$ cat config.mk
export PLATFORM = sky130hd
export DESIGN_NAME = mem_arbiter
export DESIGN_NICKNAME = d
export VERILOG_FILES = /design/src/rtl/mem_arbiter.sv
export SDC_FILE = /design/constraint.sdc
export NUM_CORES = 1
export LEC_CHECK = 0
export ABC_AREA = 1
export BUFFER_PORTS_ARGS = -buffer_cell sky130_fd_sc_hd__buf_4
export CORE_UTILIZATION = 49
export DETAILED_ROUTE_END_ITERATION = 8
export GPL_TIMING_DRIVEN = 0
export HOLD_SLACK_MARGIN = 0.12
export PLACE_DENSITY = 0.84
export SLEW_MARGIN = 5
export SYNTH_ARGS = -nofsm -noshare
export SYNTH_HDL_FRONTEND = slang
export SYNTH_SLANG_ARGS = --single-unit
$ cat constraint.sdc
create_clock -name clk -period 1.7 [get_ports clk]
set_input_delay 0.255 -clock clk [delete_from_list [all_inputs] [get_ports clk]]
set_output_delay 0.255 -clock clk [all_outputs]
set_load 0.05 [all_outputs]
$ cat src/rtl/mem_arbiter.sv
// -----------------------------------------------------------------------------
// mem_arbiter
//
// Two-port arbiter and sequencer for a single-port synchronous data memory.
// Port 0 (fetch) and port 1 (load/store) issue read/write requests. The block
// grants one request at a time in round-robin order and drives the memory pins.
// It returns a done pulse, plus read data on a good read. Addresses at or above
// DEPTH are rejected: done and err pulse together and the memory is not touched.
//
// Ports
//   clk, reset             rising-edge clock, synchronous active-high reset
//   pN_req/we/addr/wdata   request from port N (held stable until pN_gnt)
//   pN_gnt                 one-cycle pulse, request accepted
//   pN_done/err            one-cycle pulse, transaction complete / bad address
//   pN_rdata               read data, updated only on that port's done
//   mem_we/addr/wdata      memory pins (this block is their only driver)
//   mem_rdata              memory read data, valid the cycle after a read
//                          address is clocked
//
// Per-transaction timeline (cycle 0 = IDLE cycle in which req is sampled):
//   cycle 1  ISSUE : gnt pulse, operation presented on the memory pins
//   cycle 2  write or bad address -> done (and err) while back in IDLE
//            good read           -> RESP, memory returns data
//   cycle 3  good read -> done + rdata while back in IDLE
// -----------------------------------------------------------------------------
module mem_arbiter #(
  parameter int DEPTH  = 256,
  parameter int DATA_W = 32,
  parameter int ADDR_W = 32
) (
  input  logic              clk,
  input  logic              reset,

  input  logic              p0_req,
  input  logic              p0_we,
  input  logic [ADDR_W-1:0] p0_addr,
  input  logic [DATA_W-1:0] p0_wdata,
  output logic              p0_gnt,
  output logic              p0_done,
  output logic              p0_err,
  output logic [DATA_W-1:0] p0_rdata,

  input  logic              p1_req,
  input  logic              p1_we,
  input  logic [ADDR_W-1:0] p1_addr,
  input  logic [DATA_W-1:0] p1_wdata,
  output logic              p1_gnt,
  output logic              p1_done,
  output logic              p1_err,
  output logic [DATA_W-1:0] p1_rdata,

  output logic              mem_we,
  output logic [ADDR_W-1:0] mem_addr,
  output logic [DATA_W-1:0] mem_wdata,
  input  logic [DATA_W-1:0] mem_rdata
);

  // Unsigned upper bound on the full address width, so that huge addresses
  // such as all-ones are rejected instead of wrapping into range.
  localparam logic [ADDR_W-1:0] DEPTH_LIM = ADDR_W'(DEPTH);

  typedef enum logic [1:0] {
    IDLE  = 2'd0,
    ISSUE = 2'd1,
    RESP  = 2'd2
  } state_t;

  state_t state_q, state_d;

  // Round-robin pointer: the port granted most recently.
  logic last_q, last_d;

  // Transaction latched when it is granted.
  logic              op_port_q;
  logic              op_we_q;
  logic [ADDR_W-1:0] op_addr_q;
  logic [DATA_W-1:0] op_wdata_q;
  logic              op_legal;

  // Registered outputs, indexed by port number.
  logic [1:0]             gnt_q,   gnt_d;
  logic [1:0]             done_q,  done_d;
  logic [1:0]             err_q,   err_d;
  logic [1:0][DATA_W-1:0] rdata_q, rdata_d;
  logic                   mem_we_q,    mem_we_d;
  logic [ADDR_W-1:0]      mem_addr_q,  mem_addr_d;
  logic [DATA_W-1:0]      mem_wdata_q, mem_wdata_d;

  // ---------------------------------------------------------------------------
  // Arbitration: on a tie the port that did not win last time goes first.
  // A lone requester wins regardless of the pointer.
  // ---------------------------------------------------------------------------
  logic              any_req;
  logic              win_port;
  logic              win_we;
  logic              win_legal;
  logic [ADDR_W-1:0] win_addr;
  logic [DATA_W-1:0] win_wdata;

  assign any_req   = p0_req | p1_req;
  assign win_port  = (p0_req && p1_req) ? ~last_q : p1_req;
  assign win_we    = win_port ? p1_we    : p0_we;
  assign win_addr  = win_port ? p1_addr  : p0_addr;
  assign win_wdata = win_port ? p1_wdata : p0_wdata;
  assign win_legal = (win_addr < DEPTH_LIM);

  assign op_legal  = (op_addr_q < DEPTH_LIM);

  // ---------------------------------------------------------------------------
  // State register
  // ---------------------------------------------------------------------------
  // NOTE: clocked state uses non-blocking assignments so every flop samples
  // the pre-edge value of every other flop, independent of process order.
  always_ff @(posedge clk) begin
    if (reset) begin
      state_q <= IDLE;
    end else begin
      state_q <= state_d;
    end
  end

  // ---------------------------------------------------------------------------
  // Next-state logic
  // ---------------------------------------------------------------------------
  always_comb begin
    // NOTE: a default on every path keeps this purely combinational; a branch
    // that left state_d unassigned would infer a latch.
    state_d = state_q;
    case (state_q)
      IDLE:    if (any_req) state_d = ISSUE;
      // Only a good read needs the extra cycle to collect memory data.
      ISSUE:   state_d = (!op_we_q && op_legal) ? RESP : IDLE;
      RESP:    state_d = IDLE;
      default: state_d = IDLE;
    endcase
  end

  // ---------------------------------------------------------------------------
  // Output logic: next values of the registered outputs.
  // Everything is computed one cycle ahead so that gnt and the memory pins
  // appear in ISSUE, and done appears in the IDLE cycle that follows.
  // ---------------------------------------------------------------------------
  always_comb begin
    gnt_d       = '0;
    done_d      = '0;
    err_d       = '0;
    rdata_d     = rdata_q;       // rdata holds until that port's next done
    mem_we_d    = 1'b0;          // write enable is only ever high in ISSUE
    mem_addr_d  = mem_addr_q;
    mem_wdata_d = mem_wdata_q;
    last_d      = last_q;

    case (state_q)
      IDLE: begin
        if (any_req) begin
          gnt_d[win_port] = 1'b1;
          last_d          = win_port;
          mem_addr_d      = win_addr;
          mem_wdata_d     = win_wdata;
          mem_we_d        = win_we & win_legal;
        end
      end
      ISSUE: begin
        // Writes and rejected accesses finish here; a good read goes to RESP.
        if (op_we_q || !op_legal) begin
          done_d[op_port_q]  = 1'b1;
          err_d[op_port_q]   = ~op_legal;
          rdata_d[op_port_q] = '0;
        end
      end
      RESP: begin
        done_d[op_port_q]  = 1'b1;
        rdata_d[op_port_q] = mem_rdata;
      end
      default: ;
    endcase
  end

  // ---------------------------------------------------------------------------
  // Output and transaction registers
  // ---------------------------------------------------------------------------
  always_ff @(posedge clk) begin
    if (reset) begin
      last_q      <= 1'b1;       // port 0 wins the first tie after reset
      gnt_q       <= '0;
      done_q      <= '0;
      err_q       <= '0;
      rdata_q     <= '0;
      mem_we_q    <= 1'b0;
      mem_addr_q  <= '0;
      mem_wdata_q <= '0;
      op_port_q   <= 1'b0;
      op_we_q     <= 1'b0;
      op_addr_q   <= '0;
      op_wdata_q  <= '0;
    end else begin
      last_q      <= last_d;
      gnt_q       <= gnt_d;
      done_q      <= done_d;
      err_q       <= err_d;
      rdata_q     <= rdata_d;
      mem_we_q    <= mem_we_d;
      mem_addr_q  <= mem_addr_d;
      mem_wdata_q <= mem_wdata_d;
      if (state_q == IDLE && any_req) begin
        op_port_q  <= win_port;
        op_we_q    <= win_we;
        op_addr_q  <= win_addr;
        op_wdata_q <= win_wdata;
      end
    end
  end

  assign p0_gnt    = gnt_q[0];
  assign p0_done   = done_q[0];
  assign p0_err    = err_q[0];
  assign p0_rdata  = rdata_q[0];
  assign p1_gnt    = gnt_q[1];
  assign p1_done   = done_q[1];
  assign p1_err    = err_q[1];
  assign p1_rdata  = rdata_q[1];
  assign mem_we    = mem_we_q;
  assign mem_addr  = mem_addr_q;
  assign mem_wdata = mem_wdata_q;

endmodule
==> Word-level counts from Yosys, hierarchy flattened <==
Cells that the tools add are included.
{ "word_totals": {"reg_bits": 172, "latch_bits": 0, "ram_bits": 0, "rom_bits": 0, "out_inout_bits": 135, "elab_cells": 66, "n_memories": 0} }
{ "classes": {"n_addsub": 0, "mul": 0, "n_div": 0, "n_lt_le_gt_ge": 6, "n_eq_ne": 4, "shifts": 0, "muxes": 18, "bitwise": 11, "reduce_logical": 14} }
{ "op_table": {"columns": ["operator", "count"], "rows": [
  ["64-bit case mux with 2 select lines", 1],
  ["32-bit 2-to-1 mux", 3],
  ["64-bit AND", 1],
  ["64-bit bitwise mux", 1],
  ["32-bit by 9-bit < comparator with 1-bit output (second input constant)", 2],
  ["64-bit 2-to-1 mux", 1],
  ["64-bit NOT", 1],
  ["32-bit demux with 1-bit select", 1],
  ["2-bit case mux with 2 select lines", 2],
  ["2-bit 2-to-1 mux", 3],
  ["1-bit NOT", 6],
  ["3-bit OR reduction", 2],
  ["1-bit logical AND", 5],
  ["1-bit by 2-bit < comparator with 1-bit output (second input constant)", 2],
  ["1-bit 2-to-1 mux", 4],
  ["2-bit inequality test (second input constant)", 2],
  ["2-bit AND reduction", 2],
  ["2-bit AND", 1],
  ["1-bit demux with 1-bit select", 2],
  ["2-bit by 1-bit equality test with 1-bit output (second input constant)", 1],
  ["2-bit equality test (second input constant)", 1],
  ["1-bit >= comparator (second input constant)", 2],
  ["1-bit logical NOT", 2],
  ["2-bit logical NOT", 1],
  ["other kinds (4)", 4]
]} }

==> Logic depth before layout (Yosys ltp) <==
{ "logic_depth": {"word_depth": 8, "depth_mapped": 11} }

==> Least setup slack after synthesis <==
No wires, ideal clock.
{ "synth_timing": {"path_type": "reg-to-reg", "startpoint": "reg op_addr_q[22]", "endpoint": "reg rdata_q, in the netlist p0_rdata[23]", "setup_ns": 0.110, "arrival_ns": 1.508, "required_ns": 1.590, "setup_slack_ns": 0.082, "path_stages_with_launch": 11, "n_path_buf": 1, "synth_period_minus_slack_ns": 1.618, "cell_sequence": "dfxtp_1 nor2_1 nand2_1 nor2_1 nand2_1 nor2_2 nand3_2 clkbuf_1 nand4_1 nand2_1 nor2_1"} }
{ "synth_via": {"elab_chain_cells": 5} }
{ "synth_lines": {"columns": ["item", "line", "text"], "rows": [
  ["start, declared", "76", "logic [ADDR_W-1:0] op_addr_q;"],
  ["start signal, assigned", "208", "op_addr_q <= win_addr;"],
  ["32-bit by 9-bit < comparator with 1-bit output", "107", "assign op_legal = (op_addr_q < DEPTH_LIM);"],
  ["1-bit logical NOT", "165", "if (op_we_q || !op_legal) begin"],
  ["1-bit logical OR", "165", null],
  ["2-bit inequality test (no line)", null, null],
  ["2-bit AND reduction (no line)", null, null],
  ["end signal, assigned", "201", "rdata_q <= rdata_d;"],
  ["end, declared", "84", "logic [1:0][DATA_W-1:0] rdata_q, rdata_d;"]
]} }
Every way passes these cells.
A chain may end at the register's enable or synchronous reset.

==> Worst setup path after layout <==
{ "layout_timing": {"startpoint": "reg op_addr_q[12]", "endpoint": "reg rdata_q, in the netlist p0_rdata[12]"} }
The elaborated chain is that of the path after synthesis.

==> impl_metrics.toml <==
[outcome]
status = "complete, but fails checks"
failed_checks = "setup timing"

[sta]
fin_setup_tns_ps = -1.81
relSlewSlack = 0.605
fin_ws_ps = -1.81
finClkSkew_ps = 8.72
rsz0062_at_grt = "yes"
whs_ps = 133
fin_crit_ps = 1700
setup_viol = 1
post-route-period-util = 1.00
hold_violations = 0
fmax_mhz = 588
drv_slew = 0
worst_pin_slew_ps = 592

[global_routing]
grt_usage = 0.342
overflow = 0
grt_pass1_wl_mm = 40.6
grt_antenna_before_repair = 0
grt_max_degree = 17
grt_pass1_vias = 8472

[cells_and_area]
final_cell_mix = "315 x buf_4, 267 x nand2_1, 241 x inv_1"
syn2layout_area_growth_pct = 52.0
n_antenna_cell = 0
fin_cells = 1695
nFillCells = 1059
layout.nets = 1667
layout-drive-gt1-share = 0.284
final_util = 0.763
final_common_cell = "buf_4"

[drt]
drc = 0
vias = 9058
dr.pass1.iters = 6
drt-vias-per-instance = 5.34
drtAntennaViolNets = 0
wl_per_cell_um = 16.2
routed_wl_mm = 27.4
drtIter0Drc = 742

[pwr]
p_clk_frac = 0.311
p_comb_frac = 0.354
leakagePower_nw = 5.70
powerDensity_nw_per_um2 = 1050
seqPwrFrac = 0.335
internal_power_mw = 7.27
swShare = 0.377
p_switching_mw = 4.40
irDropWorstVdd_mv = 0.727

[floorplanning]
start_util = 0.502
dieArea_sq_um = 15400
die_w_um = 124
io_pins = 301
die_y_um = 124
num_rows = 44
coreArea_sq_um = 14500

[worst_setup_path]
crit_type = "reg2reg"
path_buf_inv = 2
cpMaxStageDelayCell = "dfxtp_2"
cpPeakStageDelay_ps = 340
cp-start-kind = "flip-flop"
critical_path.max_fanout = 7
arrival_ps = 2050
worstPathCellList = "nor2_1 > nand4_1 > nor2_4 > nand3_4 > buf_8 > buf_8 > nand4_1 > nand2_1 > nor2_1"
required_ps = 2050
path_delay_family = "simple AND/OR/NAND/NOR gates"
worstSetupEndpointType = "flip-flop"

[placed_design]
numPortBuffers = 300
dp_cells = 1610
dp_hpwl_mm = 18.9
gp_congestion = 0.903

[job]
max-cap-violations = 0

[synthesis]
ys_seq_elements = 140
yosysWarnings = 0
synth_cell_types = 27
syn_nets = 1295
avgSynthCellArea_sq_um = 6.48
syn_area_sq_um = 7300
synthCells = 1126
ys_seq_area_frac = 0.384

[cts]
root_buffer = "clkbuf_16"
clk_latency_ps = 420
cts_buffer_depth = 2
h-tree-depth = 4
cts_buffers = 17
cts_num_sinks = 140
cts_tree = "yes"
path_clk_slew_ps = 60

[min_path]
hold_path.class = "in2reg"
[logic make-up (layout without fill, tap and decap cells)]
kind of cell             after synthesis  count (layout)  share of synthesized area
AND/OR/NAND/NOR                      461             461                      0.269
multiplexers                           1               1                    0.00137
adder cells (fa/ha/maj)                3               3                    0.00514
flip-flops                           140             140                      0.384
buffers and inverters                326             711                      0.183
AO/OA/AOI/OAI                        195             195                      0.157
[routing by layer]
metal | wire length, um | share of wire | GRT usage | vias up
li1 | - | - | - | 4333
met1 | 10100 | 0.37 | 0.379 | 4101
met2 | 13700 | 0.50 | 0.593 | 514
met3 | 2350 | 0.086 | 0.0815 | 110
met4 | 1270 | 0.046 | 0.206 | 0
met5 | 0 | 0 | 0 | -
[final cells by class]
class / count / area (sq um) / share of cell area
clock inverter: 12 / 123 / 0.0111
clock buffer: 20 / 447 / 0.0403
multi-input combinational: 660 / 3210 / 0.290
buffer: 82 / 563 / 0.0508
timing repair buffer: 353 / 2790 / 0.252
inverter: 244 / 916 / 0.0826
sequential: 140 / 2810 / 0.253
tap: 184 / 230 / 0.0208
[flip-flops by register name, summed over array words and instances (netlist names)]
signal and cells:
p1_rdata 32, op_addr_q 32, p0_rdata 32, done_q 2
mem_wdata 32, op_port_q 1, op_we_q 1, gnt_q 2
last_q 1, err_q 2, mem_we 1, state_q 2
[cells in the mapped netlist (all sizes together)]
| library cell | count | share of area |
|---|---|---|
| dfxtp | 140 | 0.38 |
| inv | 243 | 0.12 |
| a21oi | 8 | 0.0055 |
| a31o | 1 | 0.0012 |
| o22ai | 64 | 0.055 |
| a31oi | 48 | 0.041 |
| nand3 | 14 | 0.010 |
| or2 | 6 | 0.0051 |
| and2 | 1 | 0.00086 |
| buf | 50 | 0.041 |
| ha | 3 | 0.0051 |
| o21ai | 63 | 0.043 |
| nor2 | 95 | 0.049 |
| mux2i | 1 | 0.0014 |
| o211ai | 10 | 0.010 |
| clkbuf | 32 | 0.016 |
| nand2 | 271 | 0.14 |
| a211oi | 1 | 0.0010 |
| clkinv | 1 | 0.00051 |
| nand4 | 74 | 0.063 |
[power by group through the flow]
stage / clock, mW / combinational, mW / sequential [mW]
3_5_place_dp: 0 / 3.86 / 3.95
2_1_floorplan: 0 / 1.36 / 5.15
4_1_cts: 3.64 / 3.99 / 3.89
5_1_grt: 3.79 / 4.43 / 3.94
3_3_place_gp: 0 / 3.80 / 3.95
6_report: 3.63 / 4.13 / 3.91
[final timing paths]
check / from / to / slack, ps / cells after the start
setup / recovery: op_addr_q[12] / p0_rdata[12] / -2 / 9
hold / removal: p0_addr[18] / op_addr_q[18] / 130 / 3
setup reg to reg: op_addr_q[12] / p0_rdata[12] / -2 / 9
hold reg to reg: op_addr_q[0] / op_addr_q[0] / 510 / 2
[tightest hold or removal path, delay by kind of cell]
kind / cells / cell delay (ps)
buf+inv: 1 / 110
compound gates: 1 / 80
simple gates: 1 / 70
[stage by stage]
step / cell area, sq um / power (mW) / setup WS (ps)
2_1_floorplan: 7300 / 6.51 / 82.5
3_3_place_gp: 9780 / 7.75 / -209
3_5_place_dp: 9780 / 7.81 / -269
4_1_cts: 10900 / 11.5 / 0.860
5_1_grt: 11100 / 12.2 / -102
6_report: 11100 / 11.7 / -1.81
[what timing repair did]
item | 4_1_cts | 5_1_grt
cloned | 0 | 2
endpoints found under the setup margin | 101 | 127
setup buffers | 0 | 3
resized for setup | 29 | 77
hold buffers | 49 | 0
hold endpoints to repair | 30 | 0
pin swaps | 0 | 15
No activity file was read; power rests on OpenSTA's default activity.
